==> src/rtl/spi_miso_return_path.sv <==
// Master-side SPI mode-0 receive engine: selects one of 16 MISO lines through the
// bit-reversed slave index, clocks in DATA_W bits MSB first, and hands the word out on valid/ready.
module spi_miso_return_path #(
  parameter int DATA_W  = 8,
  parameter int CLK_DIV = 4
) (
  input  logic              clk,
  input  logic              rst_n,
  input  logic              start,
  input  logic [3:0]        addr,
  input  logic [15:0]       miso,
  output logic              sclk,
  output logic              cs_en,
  output logic [3:0]        cs_addr,
  output logic              busy,
  output logic [DATA_W-1:0] rx_data,
  output logic              rx_valid,
  input  logic              rx_ready,
  output logic              overrun
);

  // Output handshake: a word transfers on every cycle where rx_valid && rx_ready;
  // rx_data is held stable while rx_valid is high and not yet accepted.
  typedef enum logic [2:0] {IDLE, SETUP, HIGH, LOW, DONE} state_t;

  localparam logic [7:0] DIV_LAST = 8'(CLK_DIV - 1);
  localparam logic [5:0] BITS     = 6'(DATA_W);

  state_t             state;
  logic [7:0]         div_cnt;
  logic [5:0]         bit_cnt;
  logic [DATA_W-1:0]  shreg;
  logic [3:0]         sel;
  logic               div_done;
  logic [DATA_W-1:0]  shift_in;

  // The decoder treats cs_addr[0] as the index MSB, so the line select is bit-reversed.
  assign sel      = {cs_addr[0], cs_addr[1], cs_addr[2], cs_addr[3]};
  assign div_done = (div_cnt == DIV_LAST);
  assign shift_in = {shreg[DATA_W-2:0], miso[sel]};

  always_ff @(posedge clk) begin
    if (!rst_n) begin
      state    <= IDLE;
      sclk     <= 1'b0;
      cs_en    <= 1'b0;
      cs_addr  <= '0;
      busy     <= 1'b0;
      rx_data  <= '0;
      rx_valid <= 1'b0;
      overrun  <= 1'b0;
      div_cnt  <= '0;
      bit_cnt  <= '0;
      shreg    <= '0;
    end else begin
      overrun <= 1'b0;
      if (rx_valid && rx_ready) rx_valid <= 1'b0;

      case (state)
        IDLE: begin
          bit_cnt <= '0;
          div_cnt <= '0;
          if (start) begin
            cs_addr <= addr;
            cs_en   <= 1'b1;
            busy    <= 1'b1;
            state   <= SETUP;
          end
        end
        SETUP: begin
          if (div_done) begin
            div_cnt <= '0;
            sclk    <= 1'b1;
            shreg   <= shift_in;
            bit_cnt <= bit_cnt + 6'd1;
            state   <= HIGH;
          end else begin
            div_cnt <= div_cnt + 8'd1;
          end
        end
        HIGH: begin
          if (div_done) begin
            div_cnt <= '0;
            sclk    <= 1'b0;
            state   <= LOW;
          end else begin
            div_cnt <= div_cnt + 8'd1;
          end
        end
        LOW: begin
          if (div_done) begin
            div_cnt <= '0;
            if (bit_cnt < BITS) begin
              sclk    <= 1'b1;
              shreg   <= shift_in;
              bit_cnt <= bit_cnt + 6'd1;
              state   <= HIGH;
            end else begin
              cs_en <= 1'b0;
              state <= DONE;
            end
          end else begin
            div_cnt <= div_cnt + 8'd1;
          end
        end
        DONE: begin
          // A same-cycle consume makes room for the new word, so only an unaccepted word overruns.
          rx_data  <= shreg;
          rx_valid <= 1'b1;
          overrun  <= rx_valid && !rx_ready;
          busy     <= 1'b0;
          state    <= IDLE;
        end
        default: state <= IDLE;
      endcase
    end
  end

endmodule

==> config.mk <==
export PLATFORM = sky130hd
export DESIGN_NAME = spi_miso_return_path
export DESIGN_NICKNAME = d
export VERILOG_FILES = /design/src/rtl/spi_miso_return_path.sv
export SDC_FILE = /design/constraint.sdc
export NUM_CORES = 1
export LEC_CHECK = 0
export CAP_MARGIN = 5
export CORE_AREA = 4 4 65 67
export CTS_CLUSTER_DIAMETER = 150
export DETAILED_ROUTE_END_ITERATION = 16
export DIE_AREA = 0 0 69 71
export GPL_TIMING_DRIVEN = 0
export PLACE_DENSITY = 0.84
export SLEW_MARGIN = 15
export SYNTH_ARGS = -nofsm -noshare
export SYNTH_HDL_FRONTEND = slang
export SYNTH_SLANG_ARGS = --single-unit
==> constraint.sdc <==
create_clock -name clk -period 2.67 [get_ports clk]
set_input_delay 0.267 -clock clk [delete_from_list [all_inputs] [get_ports clk]]
set_output_delay 0.267 -clock clk [all_outputs]
set_load 0.02 [all_outputs]
==> impl_metrics.tcl <==
set metrics [dict create \
    drt_iter0_markers 78 \
    start_util 0.522 \
    cts_setup_buffers 0 \
    slowest_stage "nand4_1" \
    synthArstFlopShare 0 \
    end_kind "flip-flop" \
    grt_max_degree 16 \
    p_seq_frac 0.486 \
    final_cell_area_mm2 0.00245 \
    maxCapViolCount 0 \
    fin_cells 300 \
    grt_usage 0.170 \
    clk_pin_slew_ps 90 \
    numClockSinks 42 \
    grt_pass1_vias 1492 \
    root_buffer "clkbuf_8" \
    antenna_left 0 \
    synthCells 204 \
    postPlaceCellArea_mm2 0.00236 \
    clock_skew_ps 7.16 \
    p_comb_frac 0.204 \
    cts_hold_buf 0 \
    synth_common_cells "42 x dfxtp_1, 22 x nand2_1, 21 x nor2_1" \
    finalCriticalPeriod_ps 1920 \
    final-setup-viol-count 0 \
    die_h_um 71 \
    synth_edf_count 0 \
    status "finished clean" \
    clk-insertion-delay-late_ps 300 \
    synth-compound-area-share 0.196 \
    cts_tree "built" \
    worstPathArrival_ps 2100 \
    ys_top_cells_by_area "dfxtp_1 44%, mux2i_1 7.4%, a21oi_1 5.3%" \
    grt_pass1_wl_um 6740 \
    wirelength_um 4100 \
    cp_top_family "simple AND/OR/NAND/NOR gates" \
    fin_ws_ps 754 \
    path_cells "ha_1 > nor4b_4 > nand4_1 > mux2i_1 > nor2_1" \
    nets 277 \
    relSlewSlack 0.468 \
    p_leak_nw 0.935 \
    die_area_mm2 0.00490 \
    rsz0062_at_grt "no" \
    p_int_uw 973 \
    place_hpwl_um 2950 \
    cp-start-kind "flip-flop" \
    cts_resized 0 \
    tightest_slew_ps 791 \
    hold_class "reg -> reg" \
    synthMuxAreaShare 0.115 \
    wire_per_inst_um 13.7 \
    viasPerCell 5.52 \
    total_power_mw 1.39 \
    p_sw_uw 412 \
    critPathBufInv 0 \
    timing.setup.tns_ps 0 \
    hold_viol 0 \
    critical-path-max-stage-delay_ps 490 \
    cts_buffer_depth 2 \
    crit_type "reg -> reg" \
    cts.htree.levels 2 \
    hold_ws_ps 457 \
    yosysTopAreaCellShare 0.443 \
    synth_top_area_cell "dfxtp_1" \
    vias 1657 \
    yosysSeqAreaShare 0.443 \
    pre_cts_slack_ps 763 \
    synth_area_mm2 0.00190 \
    crit_path_max_fanout 7 \
    p_per_area_mw_per_mm2 565 \
    overflow 0 \
    synth_cell_types 42 \
    period_share 0.718 \
    drive_gt1_frac 0.0952 \
    dp.cells 292 \
    area_growth_pct 29.2 \
    antennaDiodeCount 0 \
    p_sw_frac 0.298 \
    yosys.area_share.simple 0.200 \
    gp_congestion 0.826 \
    post-route-util 0.675 \
    syn_avg_cell_area_um2 9.30 \
    rows 22 \
    synthFlopType "dfxtp_1" \
    irDropWorstVdd_v 0.000415 \
    yosysMostFrequentCell "dfxtp_1" \
    clockPowerShare 0.310 \
    die-width_um 69 \
    syn_nets 230 \
    synth_xor_area_frac 0 \
    coreArea_mm2 0.00363 \
    drcViolationCount 0 \
    synthAdderAreaFrac 0.0132 \
    yosys_warnings 0 \
    required_ps 2860 \
    final-max-slew-violation-count 0 \
    antenna_found_initial 0 \
    ys_ff_latch 42 \
    max_freq_mhz 522 \
    portBuffers 40 \
    numCtsBuffers 5 \
    drt_pass1_iterations 6 \
    synth_top_family_by_area "simple AND/OR/NAND/NOR gates" \
    io-pin-count 41 \
]
sequential cells by signal (all words and copies together) (netlist names), 3 cells and up:
name	flops
state	3
shreg	8
bit_cnt	6
div_cnt	8
cs_addr	4
rx_data	8
layout make-up:
| cell class | instances | area [µm²] |
|---|---|---|
| clock buffer | 5 | 68.8 |
| inverter | 6 | 22.5 |
| buffer | 9 | 38.8 |
| tap | 48 | 60.1 |
| sequential | 42 | 841 |
| multi-input combinational | 147 | 995 |
| timing repair buffer | 40 | 400 |
| fill | 288 | 1180 |
| clock inverter | 3 | 25.0 |
placed cells by master, fill, tap and decap left out, types with 2 or more instances in the layout:
cell,Yosys,routed
mux4_2,3,3
buf_2,4,4
inv_1,5,5
o31ai_1,3,3
and2_1,3,3
and3_1,7,7
clkbuf_8,0,5
nand4_1,2,2
clkbuf_1,5,5
mux2i_1,14,14
a31o_2,3,3
o21ai_0,5,5
or4_1,2,2
nor2_1,21,21
a21oi_1,20,20
o211ai_1,3,3
a41oi_1,2,2
or3_1,3,3
a31oi_1,3,3
dfxtp_1,42,42
ha_1,2,2
o21a_1,2,2
clkdlybuf4s50_1,0,40
a211oi_1,2,2
o211a_1,2,2
nand2_1,22,22
a311oi_1,3,3
nand3_1,5,5
cell families after synthesis:
kind of cell	Yosys count
AND/OR/NAND/NOR	73
AO/OA/AOI/OAI	54
flip-flops	42
multiplexers	18
buffers and inverters	15
adder cells (fa/ha/maj)	2
power by group through the flow:
stage / Combinational (mW) / Clock (mW) / Sequential [mW]
after floorplan: 0.173 / 0 / 0.696
after global placement: 0.278 / 0 / 0.687
after detailed placement: 0.281 / 0 / 0.688
after CTS: 0.283 / 0.435 / 0.673
after global routing: 0.309 / 0.464 / 0.677
final: 0.283 / 0.429 / 0.674
path summary, 6_finish.rpt:
check / from / end / slack, ps / cells after the start
hold / removal: rx_data[5]$_SDFFE_PN0P_ / rx_data[5]$_SDFFE_PN0P_ / 460 / 2
setup reg to reg: div_cnt[0]$_SDFFE_PN0P_ / shreg[3]$_SDFFE_PN0P_ / 750 / 5
hold reg to reg: rx_data[5]$_SDFFE_PN0P_ / rx_data[5]$_SDFFE_PN0P_ / 460 / 2
setup / recovery: div_cnt[0]$_SDFFE_PN0P_ / shreg[3]$_SDFFE_PN0P_ / 750 / 5
worst register-to-register path, cell delays in order (launching register included):
cell	delay, ps
dfxtp_1	370
ha_1	220
nor4b_4	360
nand4_1	490
mux2i_1	300
nor2_1	50
routing by layer:
layer / vias up / part of all wire / global-route usage / routed length (µm)
li1: 845 / - / - / -
met1: 767 / 0.46 / 0.215 / 1910
met2: 40 / 0.47 / 0.269 / 1920
met3: 5 / 0.051 / 0.0511 / 210
met4: 0 / 0.016 / 0.0716 / 65
met5: - / 0 / 0 / 0
No activity file was read; power rests on OpenSTA's default activity.
==> edit 1: new RTL, same flow settings <==
The parameter `DATA_W` goes from 8 to 10.
--- a/src/rtl/spi_miso_return_path.sv
+++ b/src/rtl/spi_miso_return_path.sv
@@ -2,5 +2,5 @@
 // bit-reversed slave index, clocks in DATA_W bits MSB first, and hands the word out on valid/ready.
 module spi_miso_return_path #(
-  parameter int DATA_W  = 8,
+  parameter int DATA_W  = 10,
   parameter int CLK_DIV = 4
 ) (
Interface: changed (resized rx_data); port bits go from 41 to 43. The function was not compared with the original's and may differ.
==> edit 1 against the unedited design <==
Worst hold slack better by 0.0048 ns; die area stayed put; sequential cell count grew 4; worst setup slack worse by 0.19 ns; cell area grew 5.5%; synthesized area up 6.1%; routed wire length is 6.2% higher; critical path type unchanged; critical endpoint unchanged.
Power is not compared: it rests on default switching activity, and its combinational part moved more than twofold at a synthesized area within 25%.
==> edit 1: results (changes against the unedited design) <==
VDD IR max=357 uV; Slew @ Worst Pin=0.575 ns (-0.216 ns); WL/cell=13.5 um (-1.3%); clk_lat worst skew=just over 0.3 ns; H-tree depth=2 (unchanged); initial antenna violation count=0 (unchanged); Clock Pin Slew Worst Setup and Hold Paths=0.09 ns (about the same); Filler cells=303 (+5.2%); Setup Fix Bufs, Post-CTS=0 (unchanged); Seq/Total Area, Yosys=45.8% (+1.4 points); Net Count, Synth=251 (+9.1%); Avg Cell Area, Syn=8.94 um2 (-3.8%); Clock Tree Buf Depth=2 (unchanged); Pleak=between 0.8 and 0.9 nW; top post-synthesis cells by count=dfxtp_1, nor2_1, nand2_1; GRT Total Usage=18.4% (+1.5 points); first-pass GRT wire length=7.28 mm (+8.0%); CTS hold repair buffers=0 (unchanged); slowest CP cell=dfxtp_1; GPL Wtd Cong=0.839 (+1.6%); clk_skew=0.00968 ns (+0.00252 ns); fraction of registers with async set/reset=0% (unchanged); max_cap viols=0 (unchanged); Iteration-0 DRC Markers=87 (+12%); CTS buffer count=5 (unchanged); largest net degree at the start of global routing=17 (+1); IO buf count=42 (+5.0%); cell family with most CP delay=simple AND/OR/NAND/NOR gates; routed via count=1,748 (+5.5%); post-DR vias/cell=5.41 (-2.0%); Synth cell types=37 (-12%); DP Cell Count=315 (+7.9%); share of layout cells above drive strength 1=7.27% (-2.3 points); Final nets=300 (+8.3%); vias in the first global route=1,647 (+10%); synth top area cells=dfxtp_1, mux2i_1, a21oi_1, nor2_1, nand2_1; max incr delay on CP=0.38 ns (-0.11 ns); Yosys warnings=0 (unchanged); Arr. time, crit path=2.30 ns (+0.20 ns); status=finished, final reports clean; Final HPWL DP=3.20 mm (+8.6%); Clock Tree Root=clkbuf_8; number of diodes=0 (unchanged); Pre-Repair DR Iteration Count=4 (-2); hold crit path type=reg -> reg; CP max FO=10 (+3); Largest regs=rx_data x10, shreg x10, div_cnt x8; post-CTS sizing=0 (unchanged)
-- edit 1: cell count changes in the layout (fill, tap and decap cells not counted), sizes merged, moves of 4 or more --
cell,change
a21oi,+4
clkbuf,+7
dfxtp,+4
nand2,+6
nand3b,+4
nor2,+10
o21ai,+5
-- edit 1: path summary, 6_finish.rpt --
check | slack, ns | end | depth (start not counted) | startpoint
worst max-delay path | 0.57 | shreg[3] | 7 | div_cnt[0]
worst min-delay path | 0.46 | rx_data[8] | 2 | rx_data[8]
worst max register to register | 0.57 | shreg[3] | 7 | div_cnt[0]
worst min register to register | 0.46 | rx_data[8] | 2 | rx_data[8]
-- edit 1: final cells by class --
cell class	instances	area share, %
tap	48	2.32
clock buffer	5	2.66
buffer	13	1.94
sequential	46	35.6
clock inverter	3	0.920
inverter	5	0.726
timing repair buffer	42	16.3
multi-input combinational	161	39.5
-- edit 1: worst reg2reg max path, cell delays in order (launching register included) --
cell and delay [ns]:
dfxtp_1 0.38, ha_1 0.23, nor4b_4 0.25, nand2_2 0.17, nor4_4 0.33, buf_2 0.34, mux2i_1 0.23, nor2_1 0.06
-- edit 1: metal layers --
layer  wire, um  part of all wire, %  GRT usage (%)  up-vias
li1           -                    -              -      889
met1       1970                   45           20.9      819
met2       2160                   50           32.3       32
met3        156                  3.6           5.11        8
met4         74                  1.7           8.24        0
met5          0                    0              0        -
-- edit 1: per-stage QoR --
| step | util, % | instance area [um2] | power [mW] | setup WS (ns) |
|---|---|---|---|---|
| 4_1_cts | 71.1 | 2580 | 1.29 | 0.576 |
| 5_1_grt | 71.1 | 2580 | 1.32 | 0.419 |
| 3_3_place_gp | 68.6 | 2490 | 0.849 | 0.664 |
| 6_report | 71.1 | 2580 | 1.28 | 0.567 |
| 2_1_floorplan | - | 2010 | 0.788 | 0.813 |
| 3_5_place_dp | 68.6 | 2490 | 0.852 | 0.591 |
-- edit 1: kinds of logic (layout without fill, tap and decap cells) --
group	Yosys count	count (layout)	share of synthesized area, %
AO/OA/AOI/OAI	48	48	14.1
adder cells (fa/ha/maj)	2	2	1.24
buffers and inverters	18	68	3.42
flip-flops	46	46	45.8
multiplexers	20	20	12.4
AND/OR/NAND/NOR	91	91	23.1
-- edit 1: power by group --
| part | internal, mW | total [mW] | switching [mW] |
|---|---|---|---|
| clock network | 0.187 | 0.440 | 0.252 |
| logic | 0.0727 | 0.134 | 0.0617 |
| registers | 0.694 | 0.702 | 0.00747 |
==> edit 2: new RTL, same settings <==
Without the edit above. Re-encode `state_t` (5 states) as one-hot, 5 bits wide.
--- a/src/rtl/spi_miso_return_path.sv
+++ b/src/rtl/spi_miso_return_path.sv
@@ -22,5 +22,5 @@
   // Output handshake: a word transfers on every cycle where rx_valid && rx_ready;
   // rx_data is held stable while rx_valid is high and not yet accepted.
-  typedef enum logic [2:0] {IDLE, SETUP, HIGH, LOW, DONE} state_t;
+  typedef enum logic [4:0] {IDLE = 5'b00001, SETUP = 5'b00010, HIGH = 5'b00100, LOW = 5'b01000, DONE = 5'b10000} state_t;
 
   localparam logic [7:0] DIV_LAST = 8'(CLK_DIV - 1);
Behaviour: same outputs for any inputs over 10 cycles, from zero or initial values and one cycle with rst_n low; not proved beyond that.
==> edit 2 against the unedited design <==
Total power is 0.94% higher; routed wire length is 14% higher; utilization is 3.5 points higher; synthesized area is 6.1% higher; cell area is 5.2% higher; sequential cell count is 2 higher; worst setup slack worse by 0.16 ns; critical path type unchanged; largest power group unchanged; highest routed layer unchanged.
==> edit 2: results (changes against the unedited design) <==
DP Cell Count=309 (+5.8%); Pre-Repair DR Iteration Count=4 (-2); Reg-to-Reg End=shreg[0]; VDD IR max=324 uV (-22%); fmax=0.481 GHz (-7.8%); Seq/Total Area, Yosys=43.8% (-0.55 points); status=finished, final reports clean; Arr. time, crit path=2.31 ns (+0.21 ns); top post-synthesis cells by count=dfxtp_1, nand2_1, a21oi_1; Adder-Cell Fraction of Synth Area=1.24% (-0.075 points); Final nets=294 (+6.1%); Int Pwr=1.05 mW (+7.5%); Synth Area in Compound Gates=15.4% (-4.2 points); Clk power=520 uW (+21%); IO buf count=39 (-2.5%); post-CTS sizing=0 (unchanged); share of layout cells above drive strength 1=9.29% (-0.23 points); min-delay src=start; final hold slack=0.342 ns (-0.115 ns); vias in the first global route=1,915 (+28%); post-DR vias/cell=5.80 (+5.0%); Slew @ Worst Pin=0.641 ns (-0.150 ns); synth top area cells=dfxtp_1, nand2_1, a21oi_1, mux2i_1, mux4_2; share of synthesized area spent on multiplexers=10.1% (-1.5 points); WL met2=2.25 mm (+17%); end of the worst hold path=cs_addr[3]; Met3 Wirelength=344 um (+64%); met3 global-route usage=5.54% (+0.43 points); WL/cell=14.8 um (+8.2%); slowest CP cell=dfxtp_1; CP max FO=10 (+3); worst hold stages=3 (+1); Register-to-Register Setup Slack=0.59 ns (-0.16 ns); xor and xnor area share after synthesis=2.18% (+2.2 points); Iteration-0 DRC Markers=116 (+49%); max incr delay on CP=0.40 ns (-0.09 ns); Filler cells=291 (+1.0%); Avg Cell Area, Syn=9.06 um2 (-2.5%); hold crit path type=in -> reg; Reg power frac=48.9% (+0.3 points); first-pass GRT wire length=8.35 mm (+24%); Final HPWL DP=3.32 mm (+13%); met1 wire length=2.02 mm (+6.1%); Net Switching=352 uW (-15%); Pleak=0.956 nW (+2.3%); GR Util met1=24.2% (+2.7 points); post-place instance area=2460 um2 (+4.5%); GRT Total Usage=20.7% (+3.7 points); fraction of registers with async set/reset=0% (unchanged); GPL Wtd Cong=0.796 (-3.6%); worst slack, placed=0.599 ns (-0.163 ns); met2 Use GR=36.0% (+9.1 points); Layout Cells excl Fill=317 (+5.7%); clk_skew=0.00576 ns (-0.00140 ns); worst-case reg-to-reg path depth=8 (+3); Net Count, Synth=248 (+7.8%)
-- edit 2: changes by cell type after synthesis, moves of 4 or more --
cell     delta
nand3_1    +10
nor3_1      +5
a31oi_1     +6
nand2_1     +5
mux2i_1     -5
xor2_1      +4
nor2_1      -4
-- edit 2: worst max path at each step --
stage,from,to
floorplan,cs_addr[3],shreg[0]
global placement,div_cnt[0],shreg[0]
detailed placement,div_cnt[0],bit_cnt[5]
CTS,div_cnt[0],shreg[0]
global route,div_cnt[0],bit_cnt[5]
finish,div_cnt[0],shreg[0]
-- edit 2: area by class of cell --
class | count | area [um2] | area share, %
Buffer | 14 | 71.3 | 2.77
Clock buffer | 5 | 68.8 | 2.67
Clock inverter | 3 | 46.3 | 1.80
Inverter | 4 | 15.0 | 0.583
Multi-Input combinational cell | 160 | 1040 | 40.5
Sequential cell | 44 | 881 | 34.2
Tap cell | 48 | 60.1 | 2.33
Timing Repair Buffer | 39 | 390 | 15.1
